<file path="src/rtl/bus_tx_framer_pkg.sv">
// Shared bus IDs, header field layout and framer state encoding.
package bus_tx_framer_pkg;

  localparam logic [1:0] ID_AES  = 2'b00;
  localparam logic [1:0] ID_SHA  = 2'b01;
  localparam logic [1:0] ID_MEM  = 2'b10;
  localparam logic [1:0] ID_CTRL = 2'b11;

  localparam int HDR_SRC_LSB  = 2;
  localparam int HDR_DEST_LSB = 4;
  localparam int HDR_OP_LSB   = 6;

  typedef enum logic [2:0] {
    TX_IDLE,
    TX_WAIT,
    TX_HDR,
    TX_PAY,
    TX_CSUM,
    TX_END
  } tx_state_t;

  function automatic logic [7:0] make_hdr(input logic [1:0] op, input logic [1:0] dest,
                                          input logic [1:0] src);
    logic [7:0] h;
    h = '0;
    h[HDR_OP_LSB +: 2]   = op;
    h[HDR_DEST_LSB +: 2] = dest;
    h[HDR_SRC_LSB +: 2]  = src;
    return h;
  endfunction

endpackage

</file>
<file path="src/rtl/bus_tx_framer_if.sv">
// Byte-wide send channel between a framer (master) and the shared-bus interface (slave).
interface bus_tx_framer_if;
  logic       send_valid;
  logic [7:0] send_data;
  logic       send_ready;
  logic       ack;

  modport master (output send_valid, output send_data, output ack, input send_ready);
  modport slave  (input send_valid, input send_data, input ack, output send_ready);
endinterface

</file>
<file path="src/rtl/bus_tx_framer_byte_fifo.sv">
// Byte FIFO, registered count; full reflects the count at the clock edge, so a
// same-cycle pop never frees a slot for a push.
module byte_fifo #(
  parameter  int DEPTH = 16,
  localparam int AW    = $clog2(DEPTH),
  localparam int CW    = AW + 1
) (
  input  logic          clk,
  input  logic          rst_n,
  input  logic          push,
  input  logic [7:0]    din,
  input  logic          pop,
  output logic [7:0]    dout,
  output logic          full,
  output logic          empty,
  output logic [CW-1:0] count
);

  logic [7:0]    mem [DEPTH];
  logic [AW-1:0] wr_ptr;
  logic [AW-1:0] rd_ptr;
  logic          do_push;
  logic          do_pop;

  assign full    = (count == CW'(DEPTH));
  assign empty   = (count == '0);
  assign do_push = push && !full;
  assign do_pop  = pop && !empty;
  assign dout    = mem[rd_ptr];

  always_ff @(posedge clk) begin
    if (do_push) mem[wr_ptr] <= din;
  end

  // Pointers wrap naturally because DEPTH is a power of two.
  always_ff @(posedge clk or negedge rst_n) begin
    if (!rst_n) begin
      wr_ptr <= '0;
      rd_ptr <= '0;
      count  <= '0;
    end else begin
      if (do_push) wr_ptr <= wr_ptr + AW'(1);
      if (do_pop)  rd_ptr <= rd_ptr + AW'(1);
      case ({do_push, do_pop})
        2'b10:   count <= count + CW'(1);
        2'b01:   count <= count - CW'(1);
        default: count <= count;
      endcase
    end
  end

endmodule

</file>
<file path="src/rtl/bus_tx_framer.sv">
// Transaction framer: buffers payload, then sends header, payload, optional XOR
// checksum (TX_CHECKSUM_EN) and a one-cycle ack onto the shared-bus send channel.
module bus_tx_framer
  import bus_tx_framer_pkg::*;
#(
  parameter int DEPTH = 16,
  parameter int LEN_W = 5
) (
  input  logic             clk,
  input  logic             rst_n,
  input  logic [1:0]       src_id,
  input  logic             req_valid,
  output logic             req_ready,
  input  logic [1:0]       req_dest,
  input  logic [1:0]       req_op,
  input  logic [LEN_W-1:0] req_len,
  input  logic             wr_valid,
  input  logic [7:0]       wr_data,
  output logic             wr_ready,
  bus_tx_framer_if.master  tx,
  output logic             busy
);

  localparam int CW = $clog2(DEPTH) + 1;
  localparam logic [LEN_W-1:0] LEN_MAX = LEN_W'(DEPTH);
`ifdef TX_CHECKSUM_EN
  localparam tx_state_t ST_TAIL = TX_CSUM;
`else
  localparam tx_state_t ST_TAIL = TX_END;
`endif

  tx_state_t        state;
  tx_state_t        state_nxt;
  logic [1:0]       dest_q;
  logic [1:0]       op_q;
  logic [CW-1:0]    len_q;
  logic [CW-1:0]    rem_q;
  logic [LEN_W-1:0] len_clamped;
  logic [7:0]       hdr;
  logic             xfer;
  logic             fifo_pop;
  logic [7:0]       fifo_dout;
  logic             fifo_full;
  logic             fifo_empty;
  logic [CW-1:0]    fifo_count;
`ifdef TX_CHECKSUM_EN
  logic [7:0]       csum_q;
`endif

  assign len_clamped = (req_len > LEN_MAX) ? LEN_MAX : req_len;
  assign hdr         = make_hdr(op_q, dest_q, src_id);
  assign xfer        = tx.send_valid && tx.send_ready;
  assign wr_ready    = !fifo_full;

  byte_fifo #(.DEPTH(DEPTH)) u_fifo (
    .clk   (clk),
    .rst_n (rst_n),
    .push  (wr_valid),
    .din   (wr_data),
    .pop   (fifo_pop),
    .dout  (fifo_dout),
    .full  (fifo_full),
    .empty (fifo_empty),
    .count (fifo_count)
  );

  always_ff @(posedge clk or negedge rst_n) begin
    if (!rst_n) state <= TX_IDLE;
    else        state <= state_nxt;
  end

  always_comb begin
    state_nxt = state;
    case (state)
      TX_IDLE: if (req_valid) state_nxt = TX_WAIT;
      TX_WAIT: if (fifo_count >= len_q) state_nxt = TX_HDR;
      TX_HDR:  if (xfer) state_nxt = (len_q != '0) ? TX_PAY : ST_TAIL;
      TX_PAY:  if (xfer && rem_q == CW'(1)) state_nxt = ST_TAIL;
      TX_CSUM: if (xfer) state_nxt = TX_END;
      TX_END:  state_nxt = TX_IDLE;
      default: state_nxt = TX_IDLE;
    endcase
  end

  always_comb begin
    req_ready     = (state == TX_IDLE);
    busy          = (state != TX_IDLE);
    tx.send_valid = 1'b0;
    tx.send_data  = 8'h00;
    tx.ack        = 1'b0;
    fifo_pop      = 1'b0;
    case (state)
      TX_HDR: begin
        tx.send_valid = 1'b1;
        tx.send_data  = hdr;
      end
      TX_PAY: begin
        tx.send_valid = 1'b1;
        tx.send_data  = fifo_dout;
        fifo_pop      = tx.send_ready && !fifo_empty;
      end
`ifdef TX_CHECKSUM_EN
      TX_CSUM: begin
        tx.send_valid = 1'b1;
        tx.send_data  = csum_q;
      end
`endif
      TX_END:  tx.ack = 1'b1;
      default: ;
    endcase
  end

  // Request fields are held for the whole transaction; rem_q counts payload bytes left.
  always_ff @(posedge clk or negedge rst_n) begin
    if (!rst_n) begin
      dest_q <= '0;
      op_q   <= '0;
      len_q  <= '0;
      rem_q  <= '0;
`ifdef TX_CHECKSUM_EN
      csum_q <= '0;
`endif
    end else begin
      if (state == TX_IDLE && req_valid) begin
        dest_q <= req_dest;
        op_q   <= req_op;
        len_q  <= CW'(len_clamped);
      end
      if (state == TX_HDR && xfer) rem_q <= len_q;
      if (state == TX_PAY && xfer) rem_q <= rem_q - CW'(1);
`ifdef TX_CHECKSUM_EN
      if (state == TX_HDR && xfer) csum_q <= hdr;
      if (state == TX_PAY && xfer) csum_q <= csum_q ^ fifo_dout;
`endif
    end
  end

endmodule
</file>
<file path="src/flat_wrapper.sv">
// flat-port wrapper written by rule: the top's interface ports become plain ports
module bus_tx_framer_flat import bus_tx_framer_pkg::*;
#(
  parameter int DEPTH = 16,
  parameter int LEN_W = 5
)
  (clk, rst_n, src_id, req_valid, req_ready, req_dest, req_op, req_len, wr_valid, wr_data, wr_ready, busy, tx_send_valid, tx_send_data, tx_ack, tx_send_ready);
  bus_tx_framer_if tx_i ();
  input  logic clk;
  input  logic rst_n;
  input  logic [1:0] src_id;
  input  logic req_valid;
  output logic req_ready;
  input  logic [1:0] req_dest;
  input  logic [1:0] req_op;
  input  logic [LEN_W-1:0] req_len;
  input  logic wr_valid;
  input  logic [7:0] wr_data;
  output logic wr_ready;
  output logic busy;
  output wire logic [$bits(tx_i.send_valid)-1:0] tx_send_valid;
  output wire logic [$bits(tx_i.send_data)-1:0] tx_send_data;
  output wire logic [$bits(tx_i.ack)-1:0] tx_ack;
  input wire logic [$bits(tx_i.send_ready)-1:0] tx_send_ready;
  assign tx_send_valid = tx_i.send_valid;
  assign tx_send_data = tx_i.send_data;
  assign tx_ack = tx_i.ack;
  assign tx_i.send_ready = tx_send_ready;
  bus_tx_framer #(.DEPTH(DEPTH), .LEN_W(LEN_W)) u_core (.clk(clk), .rst_n(rst_n), .src_id(src_id), .req_valid(req_valid), .req_ready(req_ready), .req_dest(req_dest), .req_op(req_op), .req_len(req_len), .wr_valid(wr_valid), .wr_data(wr_data), .wr_ready(wr_ready), .tx(tx_i), .busy(busy));
endmodule
</file>
<file path="config.mk">
export PLATFORM = sky130hd
export DESIGN_NAME = bus_tx_framer_flat
export DESIGN_NICKNAME = d
export VERILOG_FILES = /design/src/rtl/bus_tx_framer_pkg.sv /design/src/rtl/bus_tx_framer_if.sv /design/src/rtl/bus_tx_framer_byte_fifo.sv /design/src/rtl/bus_tx_framer.sv /design/src/flat_wrapper.sv
export SDC_FILE = /design/constraint.sdc
export NUM_CORES = 1
export LEC_CHECK = 0
export ABC_AREA = 1
export CAP_MARGIN = 20
export CORE_MARGIN = 5
export CORE_UTILIZATION = 27
export CTS_CLUSTER_SIZE = 24
export DETAILED_ROUTE_END_ITERATION = 6
export PLACE_DENSITY = 0.54
export SETUP_SLACK_MARGIN = 0.4
export SYNTH_ARGS = -nofsm -noshare
export SYNTH_HDL_FRONTEND = slang
export SYNTH_SLANG_ARGS = --single-unit
</file>
<file path="constraint.sdc">
create_clock -name clk -period 2.4 [get_ports clk]
set_input_delay 0.48 -clock clk [delete_from_list [all_inputs] [get_ports clk]]
set_output_delay 0.48 -clock clk [all_outputs]
set_load 0.005 [all_outputs]
</file>
# [After elaboration in Yosys (flattened, before gate mapping)]
# Memory sizes are Yosys's and may differ from the RTL's.
# Index checks and enable logic that the tools add are counted.
[word_totals] regBits=30 word_cells=65 ramBits=128 inputBits=24 mem_count=1
[op_classes] eq_ne=14 reduce_logical=18 magnitude_cmp=2 mux=17 addsub=5
[mem_list] memory="u_core.u_fifo.mem" words=16 width=8 read_ports=1 rd_clocked_by_memory_dff=0 wr=1 line_no="bus_tx_framer_byte_fifo.sv:19" rtl="logic [7:0] mem [DEPTH];"
[ops] op="$mux W3" count=6
[ops] op="$pmux W8 S2" count=1
[ops] op="$mux W5" count=3
[ops] op="$pmux W3 S5" count=1
[ops] op="$pmux W5 S2" count=1
[ops] op="$sub A5 B1 Y5 const B" count=2
[ops] op="$add A4 B1 Y4 const B" count=2
[ops] op="$logic_and A1 B1 Y1" count=8
[ops] op="$ne A2 B1 Y1 const B" count=4
[ops] op="$eq A3 B2 Y1 const B" count=2
[ops] op="$eq A3 B3 Y1 const B" count=2
[ops] op="$add A5 B1 Y5 const B" count=1
[ops] op="$eq A5 B1 Y1 const B" count=1
[ops] op="$eq A5 B5 Y1 const B" count=1
[ops] op="$ge A5 B5 Y1" count=1
[ops] op="$gt A5 B5 Y1 const B" count=1
[ops] op="$logic_not A5 Y1" count=1
[ops] op="$mux W1" count=5
[ops] op="$reduce_and A5 Y1" count=1
[ops] op="$reduce_bool A5 Y1" count=1
[ops] op="$reduce_bool A2 Y1" count=2
[ops] op="$eq A3 B1 Y1 const B" count=1
[ops] op="$logic_not A3 Y1" count=1
[ops] op="$reduce_bool A3 Y1" count=1
[ops] op="5 further kinds" count=6

# [Longest topological paths before layout]
[logic_depth] depth_word=7 ltp_mapped=14 ltp_nobuf=14

# [Cells and area by module]
# From an unflattened synthesis, not the netlist that was laid out.
[unflattened] hier_cells=788 area_unflattened_um2=7434.6
[modules_own_cells] module="byte_fifo" area_per_inst_um2=6231.0 cells_per_inst=621 n_inst=1
[modules_own_cells] module="bus_tx_framer" area_per_inst_um2=1203.7 cells_per_inst=167 n_inst=1

# [Worst setup path after synthesis]
# No wires, ideal clock.
[synth_path] path_kind="register -> register" start="register u_core.u_fifo.count[0]" end="register u_core.u_fifo.count[4]" synth_period_minus_slack_ns=2.179 setup_slack_ns=0.221 arrival_time_ns=2.114 setup_time_ns=0.065 path_stages_with_launch=13 path_cell_list="dfrtp_1 inv_1 nand4_1 nand2_1 buf_2 ha_1 fa_1 a21oi_1 nor2_1 nor2_1 xor2_1 nand2_1 nand2_1"
[synth_via] elab_cells_between_ends=14 cone_classes="2 x add/sub; 3 x eq/ne; 2 x mux; 7 x reduce/logical"
[synth_lines] item="from (decl)" line_no="bus_tx_framer_byte_fifo.sv:16" rtl="output logic [CW-1:0] count"
[synth_lines] item="from (signal assigned)" line_no="bus_tx_framer_byte_fifo.sv:45" rtl="2'b10: count <= count + CW'(1);"
[synth_lines] item="from (signal assigned)" line_no="bus_tx_framer_byte_fifo.sv:46" rtl="2'b01: count <= count - CW'(1);"
[synth_lines] item="from (signal assigned)" line_no="bus_tx_framer_byte_fifo.sv:47" rtl="default: count <= count;"
[synth_lines] item="$eq A5 B5 Y1 (*)" line_no="bus_tx_framer_byte_fifo.sv:25" rtl="assign full = (count == CW'(DEPTH));"
[synth_lines] item="$logic_not A1 Y1 (*)"
[synth_lines] item="named net wr_ready" line_no="flat_wrapper.sv:19" rtl="output logic wr_ready;"
[synth_lines] item="$logic_and A1 B1 Y1 (*)" line_no="bus_tx_framer_byte_fifo.sv:27" rtl="assign do_push = push && !full;"
[synth_lines] item="$eq A2 B1 Y1 / $eq A2 B2 Y1 (equally long branches)" line_no="bus_tx_framer_byte_fifo.sv:44" rtl="case ({do_push, do_pop})"
[synth_lines] item="$pmux W5 S2 / $reduce_bool A2 Y1 (equally long branches)"
# Mark *: on every way through the listed nets, which the timed path passes. The rest lies on a longest branch.
# A chain may end at the register's enable or synchronous reset.

# [Final worst setup path]
[layout_path] start="register u_core.u_fifo.rd_ptr[0]" end="output tx_send_data[3]"
[layout_via] elab_chain_cells=2
[layout_lines] item="from (decl)" line_no="bus_tx_framer_byte_fifo.sv:21" rtl="logic [AW-1:0] rd_ptr;"
[layout_lines] item="from (signal assigned)" line_no="bus_tx_framer_byte_fifo.sv:43" rtl="if (do_pop) rd_ptr <= rd_ptr + AW'(1);"
[layout_lines] item="$mem_v2 Z16 W8"
[layout_lines] item="$pmux W8 S2" line_no="bus_tx_framer.sv:92" rtl="case (state)"
[layout_lines] item="to (decl)" line_no="flat_wrapper.sv:22" rtl="output wire logic [$bits(tx_i.send_data)-1:0] tx_send_data;"
# Every way passes these cells.

==> flow_summary.toml <==
[run_status]
status = "finished, violations left"
violations = "setup timing"

[route]
vias = 5433
drt_first_pass_iters = 5
postRouteWirelength_um = 19600
dr.first_iter.drc_count = 395
viasPerCell = 4.42
route.detailed.drc = 0
wl_per_cell_um = 15.9
ant_nets = 0

[worst_setup_path]
critPathLaunchType = "register"
r2r-end = "u_core.u_fifo.count[4]$_DFFE_PN0P_"
path_max_fanout = 6
arrival_ns = 1.98
worst_setup_path_end_kind = "primary output"
crit_start = "u_core.u_fifo.rd_ptr[0]$_DFFE_PN0P_"
critical_path_required_ns = 1.92
reg2reg_depth = 12
endpoint = "tx_send_data[3]"
rr_startpoint = "u_core.u_fifo.count[1]$_DFFE_PN0P_"
r2r_setup_slack_ns = 0.40
crit_type = "register to primary output"

[global_routing]
overflow = 0
antenna_found_initial = 0
grt_pass1_vias = 5471
grt_pass1_wl_um = 31200
grt_usage_pct = 13.1
grt_start_max_net_pins = 31

[timing]
tightest_slew_ns = 0.571
fin_skew_ns = 0.0113
rsz0062_at_grt = "true"
max_slew_margin_pct = 61.8
setup_viol = 8
hold_viol = 0
timing.final.crit_share_pct = 102
fin_ws_ns = -0.0568
max_freq_mhz = 407
period_minus_slack_ns = 2.46
slew_violations = 0

[min_path]
hp-class = "input pin to async pin"

[clocking]
cts_tree = "built"
clock-root-buffer = "clkbuf_16"
cts_made_buffers = 17
htree_levels = 4
clockBufferDepth = 2
ctsHoldBuffers = 0
clk_latency_ns = 0.43
clkSlewWorstSetupHoldPaths_ns = 0.07
cts_sinks = 158

[logic_synthesis]
ys_ff_latch = 158
async_reset_ff_share_pct = 19.0
synth_cell_types = 37
ys_warn_count = 0
avgSynthCellArea_um2 = 9.73
seq_area_frac_synth_pct = 62.2
yosysTopAreaCell = "edfxtp_1"
synth_cells = 760
ys_top_cells_by_area = "edfxtp_1 52%, nand2_1 12%, dfrtp_1 10%, nand3_1 6.0%, inv_1 5.6%"
syn_nets = 801
synth_edf_count = 128
synth_area_um2 = 7390
synth_top_area_share_pct = 52.0
synthFlopType = "edfxtp_1"

[die]
io_pins = 37
die_y_um = 175
rows = 60
initial_utilization_pct = 27.4
core_um2 = 27000
dieArea_um2 = 30800
dieWidth_um = 175

[pwr]
finalPower_mw = 7.02
peakVddDrop_mv = 0.564
power_density_nw_per_um2 = 711
p_leak_nw = 4.31

[cells_and_area]
antenna_cells = 0
final_cell_mix = "213 x nand2_1, 128 x edfxtp_1, 108 x inv_1"
nNetsFinal = 916
layout_commonest_cell = "nand2_1"
final_layout_size_suffix_gt1_share_pct = 24.5
finalNonFillerCells = 1229
area_delta_synth_final_pct = 33.5
design_area_um2 = 9870
fin_util_pct = 36.6

[place]
gp_routability_congestion = 0.799
dp_hpwl_um = 12400
port_buffers = 36
dp_cells = 1163
placed_area_um2 = 8520

[job]
maxCapViolations = 0
cells by family after synthesis:
family          Yosys count  synth area share (%)
compound gates           40                  3.01
fa+ha+maj                17                  2.98
simple gates            389                  22.6
xor+xnor                 11                  1.30
buf+inv                 144                  7.84
mux                       1                 0.152
flops                   158                  62.2
worst max-delay path, cell delays in order, from the launching register on:
cell and delay (ns):
dfrtp_2 0.42, inv_6 0.06, buf_6 0.12, buf_4 0.13
buf_12 0.13, nand2_1 0.06, nand2_1 0.05, nand2_1 0.08
nand3_2 0.09, nand2_2 0.09, nand2_2 0.05, nand3_2 0.10
nand2_1 0.05, buf_2 0.12
state kept, by name, indices dropped and copies added, names as in the netlist:
name and flops:
u_core.u_fifo.wr_ptr 4, u_core.op_q 2, u_core.dest_q 2, u_core.len_q 5, u_core.rem_q 5, u_core.u_fifo.rd_ptr 4
u_core.u_fifo.mem 128, u_core.u_fifo.count 5, u_core.state 3
timing repair:
action                     CTS  global route
hold endpoints to repair     0             0
gates resized for setup    133            14
setup endpoints to repair   48            45
buffers inserted            27             0
pin swaps                   40            10
cloned                       7             0
synth_stat cells (8+ instances only):
library cell	n
a21oi_1	8
buf_2	19
dfrtp_1	30
edfxtp_1	128
ha_1	16
inv_1	111
nand2_1	234
nand3_1	88
nor2_1	35
nor3_1	14
o21ai_0	22
xor2_1	8
report_power, final:
group | total, mW | switching (mW) | internal [mW]
sequential | 3.35 | 0.106 | 3.25
combinational | 1.02 | 0.624 | 0.396
clock | 2.65 | 1.26 | 1.38
total | 7.02 | 1.99 | 5.03
area by class of cell:
| type | count | area [um2] |
|---|---|---|
| clock buffers | 17 | 425 |
| clock inverters | 15 | 148 |
| fillers | 2608 | 17100 |
| inverters | 117 | 447 |
| multi-input cells | 458 | 2530 |
| flip-flops and latches | 158 | 4600 |
| well taps | 341 | 427 |
| repair buffers | 123 | 1290 |
worst min-delay path by stage:
| stage | from | to | slack [ns] | cells after the start |
|---|---|---|---|---|
| after detailed placement | u_core.dest_q[0]$_DFFE_PN0P_ | u_core.dest_q[0]$_DFFE_PN0P_ | 0.47 | 2 |
| after CTS | rst_n | u_core.state[1]$_DFFE_PN0P_ | 0.46 | 2 |
| final | rst_n | u_core.state[1]$_DFFE_PN0P_ | 0.46 | 2 |
| after global routing | rst_n | u_core.rem_q[4]$_DFFE_PN0P_ | 0.49 | 2 |
| after floorplan | rst_n | u_core.dest_q[0]$_DFFE_PN0P_ | 0.18 | 0 |
| after global placement | u_core.op_q[1]$_DFFE_PN0P_ | u_core.op_q[1]$_DFFE_PN0P_ | 0.47 | 2 |
metrics by stage:
stage	TNS [ns]	hold WS, ns	setup WS, ns
after global routing	-1.02	0.493	-0.150
after detailed placement	-0.0565	0.471	-0.0565
final	-0.211	0.462	-0.0568
after CTS	-0.155	0.465	-0.0414
after floorplan	0	0.184	0.406
after global placement	-0.0450	0.467	-0.0450
routing by layer:
layer	global-route usage [%]	share of wire [%]	up-vias
li1	-	-	2706
met1	17.4	46	2618
met2	22.0	49	88
met3	2.28	3.2	21
met4	4.06	1.8	0
met5	0	0	-
(Power assumes the default switching activity.)
